$ cat src/rtl/instruction_loader_pkg.sv
// Shared types and frame constants for the instruction loader.
// Frame layout: 2-byte word count, N little-endian words, 4-byte XOR checksum.
package instruction_loader_pkg;

    typedef enum logic [2:0] {
        IDLE = 3'd0,
        LEN0 = 3'd1,
        LEN1 = 3'd2,
        DATA = 3'd3,
        CSUM = 3'd4,
        FIN  = 3'd5
    } state_t;

    localparam int LEN_BYTES  = 2;
    localparam int WORD_BYTES = 4;
    localparam int CSUM_BYTES = 4;

    // One assembler serves both payload words and the checksum.
    localparam int ASM_BYTES = (WORD_BYTES > CSUM_BYTES) ? WORD_BYTES : CSUM_BYTES;

    localparam int LEN_W = 8 * LEN_BYTES;
    localparam int IDX_W = 13;

    function automatic logic [31:0] word_addr(input logic [31:0] base,
                                              input logic [IDX_W-1:0] idx);
        return base + {{(32-IDX_W-2){1'b0}}, idx, 2'b00};
    endfunction

endpackage

$ cat src/rtl/instruction_loader_byte_word_assembler.sv
// Collects bytes LSB-first into a 32-bit word; word_valid_o flags the byte
// that completes a word, with word_o already holding the full value.
module instruction_loader_byte_word_assembler
    import instruction_loader_pkg::*;
(
    input  logic        clk_i,
    input  logic        rst_i,
    input  logic        clear_i,
    input  logic        byte_valid_i,
    input  logic [7:0]  byte_i,
    output logic [31:0] word_o,
    output logic        word_valid_o
);

    localparam int CNT_W = $clog2(ASM_BYTES);

    logic [CNT_W-1:0] count_q;
    logic [23:0]      shift_q;

    assign word_o       = {byte_i, shift_q};
    assign word_valid_o = byte_valid_i && (count_q == CNT_W'(ASM_BYTES - 1));

    // NOTE: sequential state uses non-blocking assignments so every register
    // samples pre-edge values regardless of statement order.
    always_ff @(posedge clk_i) begin
        if (rst_i || clear_i) begin
            count_q <= '0;
            shift_q <= '0;
        end else if (byte_valid_i) begin
            count_q <= count_q + CNT_W'(1);
            shift_q <= word_o[31:8];
        end
    end

endmodule

$ cat src/rtl/instruction_loader.sv
// Receives a length/payload/checksum byte frame and writes the payload words
// into instruction memory while holding the core in reset.
module instruction_loader
    import instruction_loader_pkg::*;
#(
    parameter int          DEPTH     = 4096,
    parameter logic [31:0] BASE_ADDR = 32'h0000_0000
) (
    input  logic        clk_i,
    input  logic        rst_i,
    input  logic        start_i,
    input  logic [7:0]  byte_data_i,
    input  logic        byte_valid_i,
    output logic        byte_ready_o,
    output logic        mem_we_o,
    output logic [31:0] mem_addr_o,
    output logic [31:0] mem_wdata_o,
    output logic        cpu_hold_o,
    output logic        done_o,
    output logic        ok_o
);

    localparam logic [31:0] DEPTH_U = 32'(DEPTH);

    state_t             state_q;
    state_t             state_d;
    logic [7:0]         len_lo_q;
    logic [LEN_W-1:0]   len_q;
    logic [LEN_W-1:0]   len_full;
    logic               len_over;
    logic [IDX_W-1:0]   index_q;
    logic [IDX_W-1:0]   index_inc;
    logic               last_word;
    logic [31:0]        xor_q;
    logic               accept;
    logic               asm_valid;
    logic               asm_clear;
    logic [31:0]        asm_word;
    logic               asm_word_valid;

    // The write cycle is a bubble so a new word can never complete on top of it.
    assign byte_ready_o = ((state_q == LEN0) || (state_q == LEN1) ||
                           (state_q == DATA) || (state_q == CSUM)) && !mem_we_o;
    assign accept       = byte_valid_i && byte_ready_o;
    assign asm_valid    = accept && ((state_q == DATA) || (state_q == CSUM));
    assign asm_clear    = (state_q == IDLE) && start_i;

    assign len_full  = {byte_data_i, len_lo_q};
    assign len_over  = 32'(len_full) > DEPTH_U;
    assign index_inc = index_q + IDX_W'(1);
    assign last_word = {{(LEN_W-IDX_W){1'b0}}, index_inc} == len_q;

    instruction_loader_byte_word_assembler u_asm (
        .clk_i        (clk_i),
        .rst_i        (rst_i),
        .clear_i      (asm_clear),
        .byte_valid_i (asm_valid),
        .byte_i       (byte_data_i),
        .word_o       (asm_word),
        .word_valid_o (asm_word_valid)
    );

    always_ff @(posedge clk_i) begin
        if (rst_i) state_q <= IDLE;
        else       state_q <= state_d;
    end

    // NOTE: every output of this block gets a default first so no path can
    // leave it unassigned and infer a latch.
    always_comb begin
        state_d    = state_q;
        cpu_hold_o = 1'b1;
        done_o     = 1'b0;
        case (state_q)
            IDLE: begin
                cpu_hold_o = 1'b0;
                if (start_i) state_d = LEN0;
            end
            LEN0: if (accept) state_d = LEN1;
            LEN1: begin
                if (accept) begin
                    if (len_over)            state_d = FIN;
                    else if (len_full == '0) state_d = CSUM;
                    else                     state_d = DATA;
                end
            end
            DATA: if (asm_word_valid && last_word) state_d = CSUM;
            CSUM: if (asm_word_valid) state_d = FIN;
            FIN: begin
                done_o  = 1'b1;
                state_d = IDLE;
            end
            default: state_d = IDLE;
        endcase
    end

    always_ff @(posedge clk_i) begin
        if (rst_i) begin
            mem_we_o    <= 1'b0;
            mem_addr_o  <= '0;
            mem_wdata_o <= '0;
            ok_o        <= 1'b0;
            len_lo_q    <= '0;
            len_q       <= '0;
            index_q     <= '0;
            xor_q       <= '0;
        end else begin
            mem_we_o <= 1'b0;
            case (state_q)
                IDLE: begin
                    if (start_i) begin
                        index_q <= '0;
                        xor_q   <= '0;
                    end
                end
                LEN0: if (accept) len_lo_q <= byte_data_i;
                LEN1: begin
                    if (accept) begin
                        len_q <= len_full;
                        if (len_over) ok_o <= 1'b0;
                    end
                end
                DATA: begin
                    if (asm_word_valid) begin
                        mem_we_o    <= 1'b1;
                        mem_addr_o  <= word_addr(BASE_ADDR, index_q);
                        mem_wdata_o <= asm_word;
                        xor_q       <= xor_q ^ asm_word;
                        index_q     <= index_inc;
                    end
                end
                CSUM: if (asm_word_valid) ok_o <= (asm_word == xor_q);
                default: ;
            endcase
        end
    end

endmodule
$ cat config.mk
export PLATFORM = sky130hd
export DESIGN_NAME = instruction_loader
export DESIGN_NICKNAME = d
export VERILOG_FILES = /design/src/rtl/instruction_loader_pkg.sv /design/src/rtl/instruction_loader_byte_word_assembler.sv /design/src/rtl/instruction_loader.sv
export SDC_FILE = /design/constraint.sdc
export NUM_CORES = 1
export LEC_CHECK = 0
export ABC_AREA = 1
export BUFFER_PORTS_ARGS = -buffer_cell sky130_fd_sc_hd__buf_2
export CAP_MARGIN = 20
export CORE_MARGIN = 2
export CORE_UTILIZATION = 58
export CTS_CLUSTER_SIZE = 20
export DETAILED_ROUTE_END_ITERATION = 7
export GPL_TIMING_DRIVEN = 0
export PLACE_DENSITY = 0.83
export SLEW_MARGIN = 10
export SYNTH_ARGS = -nofsm -noshare
export SYNTH_HDL_FRONTEND = slang
export SYNTH_SLANG_ARGS = --single-unit
$ cat constraint.sdc
create_clock -name clk_i -period 2.7 [get_ports clk_i]
set_input_delay 0.405 -clock clk_i [delete_from_list [all_inputs] [get_ports clk_i]]
set_output_delay 0.405 -clock clk_i [all_outputs]
set_load 0.05 [all_outputs]
==> key figures, run 1 <==
Route
  – Vias: 6,072
  – DRC Markers: 0
  – 1st-iter DRT viols: 595
  – Vias/cell: 5.54
  – Drt total wl: 17.2 mm
  – Routed len/inst: 15.7 µm
  – DRT antenna net count: 0
  – TritonRoute pass-1 iters: 6

Synthesis
  – Top_reg_cell synth: dfxtp_1
  – Syn Inst Count: 845
  – Most instantiated cells after synthesis: nor2_1, dfxtp_1, o21ai_0, nand2_1, a21oi_1
  – Synthesized area: 0.00642 mm²
  – Ys async rst share: 0%
  – Synth area leader: dfxtp_1
  – Ranking of synthesized cells by area: dfxtp_1, o21ai_0, nor2_1, nand2_1, a21oi_1
  – Synth cell types: 36
  – Most common cell in the netlist: nor2_1
  – Post-synth EDFFs: 0
  – Syn. warnings: 0
  – #FFs+latches synth: 145
  – Post-Syn Area per Cell: 7.60 µm²
  – Synth top area share: 45.2%
  – Sequential fraction of the synthesis area: 45.2%

Cells and area
  – Nets@finish: 957
  – Fill cells: 893
  – Multi-input gate area: 0.00302 mm²
  – Layout cells sized above 1: 15.4%
  – Non-filler cells, final: 1,096
  – Final Core Density: 69.4%
  – Reg area: 0.00290 mm²
  – Area growth from synthesis to final layout: 17.3%
  – Antenna fix cells: 0

Place
  – Placed instance count: 1,064
  – IO Port Bufs: 61
  – Global placement routability congestion: 0.937
  – Final HPWL DP: 11.9 mm

Power
  – Leakage dissipation: 3.47 nW
  – Power, Total: 0.00674 W
  – Max rail drop VDD: 599 µV
  – Pwr per Cell Area: 896 mW/mm²

Clocking
  – TritonCTS clock tree: done
  – Clk sinks: 145
  – Cts hold-fix bufs: 0
  – Total CTS buffers: 17
  – Largest buffer count on any clock path: 2
  – Skew-Pair Late Insertion Delay: 0.55 ns
  – H-tree depth: 4
  – Worst-path clk slew: 0.07 ns
  – Cts repair resizes: 0
  – CTS root buf: clkbuf_8
  – Post-CTS Setup Repair Bufs: 0

Setup path
  – CP dominant cell by count: nor2_1
  – Req. time, crit path: 3.14 ns
  – Crit path largest cell delay: 0.44 ns
  – CP max-delay cell: dfxtp_1
  – CP Cell Sequence: ha_1 -> nand2_1 -> nor2_1 -> nand3_1 -> nand2_1 -> nor2_1 -> nor2_1 -> nand3_1 -> nor2_1 -> nand2_1 -> nand2_1 -> nand2_1 -> nor2_1 -> nor2_1
  – Buf/Inv on CP: 0
  – Worst Path Arrival: 2.76 ns
  – Worst-path fanout max: 6
  – Cell family with most CP delay: simple AND/OR/NAND/NOR gates
  – Worst setup path category: flop to flop
  – Crit end category: flop
  – Crit path launch type: flop

GRT
  – Gr ovfl total: 0
  – All-Layer GR Usage: 30.2%
  – First-pass GRT wire length: 27.5 mm
  – Initial antenna violation count: 0
  – Vias in the first global route: 5,575
  – Largest net degree at the start of global routing: 17

Floorplan
  – Die ar.: 0.0119 mm²
  – Cell Rows: 38
  – Die height: 109 µm
  – IO Count: 81
  – Initial Util: 59.2%
  – Die width: 109 µm
  – Core ar.: 0.0108 mm²

Status
  – Status: finished clean

STA
  – Final Max Slew Viols: 0
  – Crit path time final: 2.31 ns
  – Unrepaired setup endpoints after global routing: false
  – Worst slew pin tran: 0.697 ns
  – Max_slew headroom: 53.5%
  – Setup TNS Final: 0 ns
  – Finish-stage setup viols: 0
  – Hold Fails Final Rpt: 0
  – Period utilization: 85.6%
  – Setup Skew: 0.00671 ns
  – Fmax: 433 MHz

Run
  – Max-Cap Viols: 0

Worst hold path
  – Worst hold path type: input pin to flop
==> cells in the final DEF, fill, tap and decap left out, types with 2 or more instances in the layout <==
cell,count
buf_1,2
clkbuf_16,16
buf_6,2
dfxtp_1,145
o21ai_0,116
inv_2,3
nor3_1,3
conb_1,19
xor2_1,7
clkinv_2,2
inv_6,7
a31oi_1,8
xnor2_1,27
nor2_4,2
buf_2,71
ha_1,2
inv_1,56
clkbuf_1,27
nand4_1,6
nand3_1,46
buf_4,21
a211oi_2,8
clkinv_4,3
nand2_1,102
nand2_2,2
a21oi_1,68
o211a_1,15
nor2_1,148
nor4_1,7
==> cells by family after synthesis <==
logic type      count (synthesis)  synth area share, %
buf+inv                       122                 8.81
compound gates                218                 19.3
simple gates                  322                 21.2
xor+xnor                       35                 4.99
other cells                     1               0.0584
fa+ha+maj                       2                0.390
flops                         145                 45.2
==> layout make-up <==
cell class	count	area share, %
Buffer	63	4.57
Clock inverter	15	1.94
Sequential cell	145	38.6
Timing Repair Buffer	61	4.06
Inverter	59	2.94
Multi-Input combinational cell	596	40.1
Tap cell	140	2.33
Clock buffer	17	5.50
==> through the flow <==
step | cell area, µm² | hold WS, ns | setup WS (ns)
global placement | 6970 | 0.443 | 0.474
floorplan | 6490 | 0.429 | 0.486
finish | 7530 | 0.137 | 0.388
global route | 7530 | 0.124 | 0.118
detailed placement | 6970 | 0.459 | 0.431
CTS | 7530 | 0.120 | 0.426
==> registers in the layout, indices dropped and copies added (netlist names) <==
signal and flops:
len_lo_q 8, u_asm.shift_q 24, mem_we_o 1, mem_wdata_o 32, ok_o 1, xor_q 32, len_q 16, mem_addr_o 13
u_asm.count_q 2, index_q 13, state_q 3
==> routing by layer <==
layer  vias up  routed length [µm]  track usage [%]
met4         0                 294             11.7
met1      2812                7430             39.6
met2       269                8050             48.9
met5         -                   0                0
met3        23                1400             6.28
li1       2968                   -                -
==> final timing paths <==
| check | from | endpoint | slack, ns | depth (start not counted) |
|---|---|---|---|---|
| setup / recovery | index_q[0] | state_q[1] | 0.39 | 14 |
| hold / removal | rst_i | index_q[2] | 0.14 | 2 |
| setup reg to reg | index_q[0] | state_q[1] | 0.39 | 14 |
| hold reg to reg | len_q[14] | len_q[14] | 0.46 | 2 |
==> worst register-to-register path: stages (launching register included) <==
cell     delay [ns]
dfxtp_1        0.44
ha_1           0.23
nand2_1        0.12
nor2_1         0.32
nand3_1        0.15
nand2_1        0.13
nor2_1         0.05
nor2_1         0.10
nand3_1        0.08
nor2_1         0.08
nand2_1        0.06
nand2_1        0.13
nand2_1        0.14
nor2_1         0.13
nor2_1         0.05
==> power breakdown <==
part	internal (W)	switching, W
combinational	0.000630	0.00123
sequential	0.00240	0.000233
clock	0.00125	0.000999
total	0.00428	0.00246
Power figures use the tool's default switching activity.
==> run 2: changes to the inputs <==
--- a/config.mk
+++ b/config.mk
@@ -12,7 +12,6 @@
 export CORE_UTILIZATION = 58
 export CTS_CLUSTER_SIZE = 20
 export DETAILED_ROUTE_END_ITERATION = 7
-export GPL_TIMING_DRIVEN = 0
 export PLACE_DENSITY = 0.83
 export SLEW_MARGIN = 10
 export SYNTH_ARGS = -nofsm -noshare
==> run 2 against run 1 <==
Critical path depth unchanged. First-iteration DRC count decreased by 35%. Flip-flop and latch count unchanged. Non-clock buffer count decreased by 51. Via count decreased by 4.9%. Final area decreased by 2.9%. Largest cell class unchanged. Highest routed layer unchanged.
==> key figures, run 2 (same netlist as run 1, synthesis figures left out) <==
Route
  – Vias/cell: 5.52
  – DRC Markers: 0
  – Drt total wl: 15.5 mm
  – TritonRoute pass-1 iters: 8
  – Vias: 5,773
  – 1st-iter DRT viols: 389
  – DRT antenna net count: 0
  – Routed len/inst: 14.8 µm

GRT
  – Vias in the first global route: 5,084
  – Largest net degree at the start of global routing: 58
  – All-Layer GR Usage: 26.8%
  – Initial antenna violation count: 0
  – First-pass GRT wire length: 25.0 mm
  – Gr ovfl total: 0

Clocking
  – Skew-Pair Late Insertion Delay: 0.53 ns
  – Cts repair resizes: 0
  – Largest buffer count on any clock path: 2
  – Clk sinks: 145
  – TritonCTS clock tree: done
  – CTS root buf: clkbuf_8
  – Post-CTS Setup Repair Bufs: 0
  – Worst-path clk slew: 0.07 ns
  – Total CTS buffers: 17
  – H-tree depth: 4
  – Cts hold-fix bufs: 0

Cells and area
  – Commonest cells after routing, fill and taps aside: nor2_1, dfxtp_1, o21ai_0
  – Regs by FF count: mem_wdata_o (32), xor_q (32), u_asm.shift_q (24)
  – Area growth from synthesis to final layout: 13.8%
  – Fill cells: 927
  – Non-filler cells, final: 1,045
  – Layout cells sized above 1: 13.9%
  – Final Core Density: 67.4%
  – Nets@finish: 906
  – Antenna fix cells: 0
  – Commonest non-fill, non-tap cell in the layout: nor2_1

Floorplan
  – Initial Util: 59.2%
  – Core ar.: 0.0108 mm²
  – Die ar.: 0.0119 mm²
  – Die width: 109 µm
  – Cell Rows: 38
  – IO Count: 81
  – Die height: 109 µm

STA
  – Setup Skew: 0.00887 ns
  – Hold Fails Final Rpt: 0
  – Setup TNS Final: 0 ns
  – Finish-stage setup viols: 0
  – Worst slew pin tran: 0.727 ns
  – Unrepaired setup endpoints after global routing: false
  – Fmax: 433 MHz
  – Hold_ws: 0.230 ns
  – Period utilization: 85.5%
  – Max_slew headroom: 51.5%
  – Crit path time final: 2.31 ns
  – Final Max Slew Viols: 0

Place
  – Placed instance count: 1,013
  – IO Port Bufs: 61
  – Global placement routability congestion: 0.957
  – Final HPWL DP: 9.96 mm

Status
  – Status: finished clean

Setup path
  – R2R Setup Slk: 0.39 ns
  – Worst-path fanout max: 6
  – Crit end category: flop
  – Worst Path Arrival: 2.73 ns
  – Req. time, crit path: 3.12 ns
  – Crit path launch type: flop
  – Worst setup path category: flop to flop

Worst hold path
  – Worst hold path type: input pin to flop

Power
  – Leakage dissipation: 3.32 nW
  – Max rail drop VDD: 707 µV
  – Pwr per Cell Area: 920 mW/mm²

Run
  – Max-Cap Viols: 0
run 2: cell types whose count changed in the layout (fill, tap and decap cells not counted), sizes merged:
cell,before,now
clkbuf,45,19
buf,96,73
inv,67,62
clkinvlp,1,3
bufinv,1,2
run 2: worst paths after layout:
path                      end            from  cells after the start
setup reg to reg   state_q[1]      index_q[0]                     14
setup / recovery   state_q[1]      index_q[0]                     14
hold / removal    len_lo_q[5]  byte_data_i[5]                      3
hold reg to reg     len_q[14]       len_q[14]                      2
run 2: area by class of cell:
class                      count  area, µm²  area share [%]
inverter                      59        221            3.03
timing repair buffer          73        395            5.41
sequential                   145       2900            39.7
clock inverter                13        153            2.09
multi-input combinational    596       3020            41.3
clock buffer                  19        442            6.04
tap                          140        175            2.40
run 2: worst max-delay path, cell delays in order, from the launching register on:
cell and delay, ns:
dfxtp_1 0.42, ha_1 0.23, nand2_1 0.11, nor2_1 0.31, nand2_1 0.09, nand3_1 0.08
nand3_1 0.14, nor2_1 0.16, nand3_1 0.08, nor2_1 0.10, nand2_1 0.05, nand2_1 0.11
nand2_1 0.14, nor2_1 0.12, nor2_1 0.06
run 2: stage by stage:
stage | total power (W) | instance area, µm² | setup WS (ns)
2_1_floorplan | 0.00404 | 6490 | 0.486
3_3_place_gp | 0.00433 | 6710 | 0.462
3_5_place_dp | 0.00438 | 6710 | 0.465
4_1_cts | 0.00672 | 7310 | 0.450
5_1_grt | 0.00707 | 7310 | 0.161
6_report | 0.00672 | 7310 | 0.391
run 2: layer usage:
layer  part of all wire (%)  GRT usage, %  up-vias
met2                     45          41.4      224
met1                     45          36.7     2654
met5                      0             0        -
li1                       -             -     2869
met4                    2.1          9.40        0
met3                    7.7          6.63       26
run 2: where the power goes:
group / internal (W) / switching, W
combinational: 0.000577 / 0.00119
clock: 0.00138 / 0.000949
sequential: 0.00240 / 0.000223
==> run 3: changes to the inputs <==
--- a/config.mk
+++ b/config.mk
@@ -8,11 +8,14 @@
 export ABC_AREA = 1
 export BUFFER_PORTS_ARGS = -buffer_cell sky130_fd_sc_hd__buf_2
 export CAP_MARGIN = 20
+export CELL_PAD_IN_SITES_DETAIL_PLACEMENT = 0
+export CELL_PAD_IN_SITES_GLOBAL_PLACEMENT = 2
 export CORE_MARGIN = 2
-export CORE_UTILIZATION = 58
+export CORE_UTILIZATION = 33
 export CTS_CLUSTER_SIZE = 20
 export DETAILED_ROUTE_END_ITERATION = 7
-export PLACE_DENSITY = 0.83
+export PLACE_DENSITY = 0.81
+export SETUP_SLACK_MARGIN = 0.05
 export SLEW_MARGIN = 10
 export SYNTH_ARGS = -nofsm -noshare
 export SYNTH_HDL_FRONTEND = slang
==> run 3 against run 2 <==
Clock skew grew 0.0023 ns. Register-to-register slack lost 0.03 ns. Non-clock buffer count is 3 higher. Via count decreased by 4.5%. Clock-buffer cell count fell by 1. Die area increased by 73%. Sequential share of layout area is 1.3 points lower. Worst setup slack got worse by 0.035 ns. Maximum frequency decreased by 1.5%. Power rose by 3.7%. Critical path type unchanged. Largest cell class unchanged. Largest power group unchanged.
==> key figures, run 3 (same netlist as run 1, synthesis figures left out) <==
STA
  – Worst slew pin tran: 0.772 ns
  – Setup TNS Final: 0 ns
  – Fmax: 427 MHz
  – Crit path time final: 2.34 ns
  – Period utilization: 86.8%
  – Unrepaired setup endpoints after global routing: false
  – Finish-stage setup viols: 0
  – Final Max Slew Viols: 0
  – Hold Fails Final Rpt: 0
  – Max_slew headroom: 48.4%
  – Setup Skew: 0.0111 ns

Power
  – Pwr per Cell Area: 922 mW/mm²
  – Max rail drop VDD: 536 µV
  – Leakage dissipation: 3.37 nW

Run
  – Max-Cap Viols: 0

Clocking
  – H-tree depth: 4
  – Largest buffer count on any clock path: 2
  – TritonCTS clock tree: done
  – Post-CTS Setup Repair Bufs: 0
  – CTS root buf: clkbuf_16
  – Cts repair resizes: 0
  – Cts hold-fix bufs: 0
  – Worst-path clk slew: 0.06 ns
  – Total CTS buffers: 17
  – Skew-Pair Late Insertion Delay: 0.43 ns
  – Clk sinks: 145

Setup path
  – Crit end category: flop
  – Setup crit start: index_q[0]
  – Worst setup path category: flop to flop
  – Worst-path fanout max: 6
  – Crit path launch type: flop
  – Req. time, crit path: 3.06 ns
  – CP Cell Sequence: ha_1 -> nand2_1 -> nor2_4 -> nand2_1 -> nand3_1 -> nand3_1 -> nor2_2 -> nand3_1 -> nor2_1 -> nand2_1 -> nand2_1 -> nand2_1 -> nand2_1 -> nand2_1 -> nor2_1
  – Worst Path Arrival: 2.70 ns
  – Reg2reg start: index_q[0]
  – CP max-delay cell: dfxtp_1
  – Crit path largest cell delay: 0.43 ns
  – CP dominant cell by count: nand2_1

Cells and area
  – Final instance area: 0.00756 mm²
  – Area growth from synthesis to final layout: 17.7%
  – Antenna fix cells: 0
  – Fill cells: 2,103
  – Commonest cells after routing, fill and taps aside: nor2_1, dfxtp_1, o21ai_0
  – Regs by FF count: mem_wdata_o (32), xor_q (32), u_asm.shift_q (24)
  – Multi-input gate area: 0.00303 mm²
  – Nets@finish: 909
  – Reg area: 0.00290 mm²
  – Layout cells sized above 1: 14.5%

Worst hold path
  – Worst hold path type: input pin to flop
  – Hold wc startpoint: rst_i

Place
  – Final HPWL DP: 12.0 mm
  – Area post-placement: 0.00691 mm²
  – IO Port Bufs: 61
  – Global placement routability congestion: 0.783

Route
  – Vias/cell: 4.70
  – DRC Markers: 0
  – Drt total wl: 17.8 mm
  – Routed len/inst: 15.1 µm
  – TritonRoute pass-1 iters: 5
  – DRT antenna net count: 0
  – 1st-iter DRT viols: 318
  – Vias: 5,515

Floorplan
  – IO Count: 81
  – Core ar.: 0.0193 mm²
  – Die width: 143 µm
  – Cell Rows: 51
  – Initial Util: 33.3%
  – Die height: 143 µm
  – Die ar.: 0.0206 mm²

GRT
  – First-pass GRT wire length: 28.2 mm
  – All-Layer GR Usage: 17.8%
  – Largest net degree at the start of global routing: 89
  – Initial antenna violation count: 0
  – Gr ovfl total: 0
  – Vias in the first global route: 5,157

Status
  – Status: finished clean
[run 3: report_power, final]
group	switching, W	internal [W]
registers	0.000224	0.00240
logic	0.00119	0.000594
clock network	0.000969	0.00159
total	0.00239	0.00458
[run 3: critical path, delay by kind of cell, from the launching register on]
family | cells | cell delay (ns)
AND/OR/NAND/NOR | 14 | 1.63
flip-flops | 1 | 0.43
adder cells (fa/ha/maj) | 1 | 0.23
[run 3: layout make-up]
type / instances / area share [%]
repair buffers: 76 / 5.69
clock inverters: 14 / 2.67
flip-flops and latches: 145 / 38.4
well taps: 265 / 4.39
multi-input cells: 596 / 40.1
inverters: 59 / 2.93
clock buffers: 18 / 5.81
[run 3: through the flow]
step	instances	power, W	utilization, %	setup WS (ns)	hold slack, ns
finish	1173	0.00697	39.2	0.356	0.336
global route	1173	0.00741	39.2	0.0699	0.356
CTS	1173	0.00705	39.2	0.198	0.330
detailed placement	1141	0.00446	35.8	0.234	0.448
global placement	1141	0.00445	35.8	0.133	0.440
floorplan	863	0.00404	-	0.486	0.429
[run 3: per-layer routing]
metal / share of wire [%] / wire [µm] / GRT usage [%]
met5: 0 / 0 / 0
met1: 53 / 9340 / 26.1
met2: 43 / 7660 / 26.8
met3: 3.1 / 554 / 3.13
met4: 1.1 / 197 / 5.11
[run 3: final timing paths]
path / cells after the start / slack [ns] / end
max: 15 / 0.36 / state_q[1]
min reg2reg: 2 / 0.45 / len_q[14]
max reg2reg: 15 / 0.36 / state_q[1]
min: 4 / 0.34 / u_asm.count_q[0]
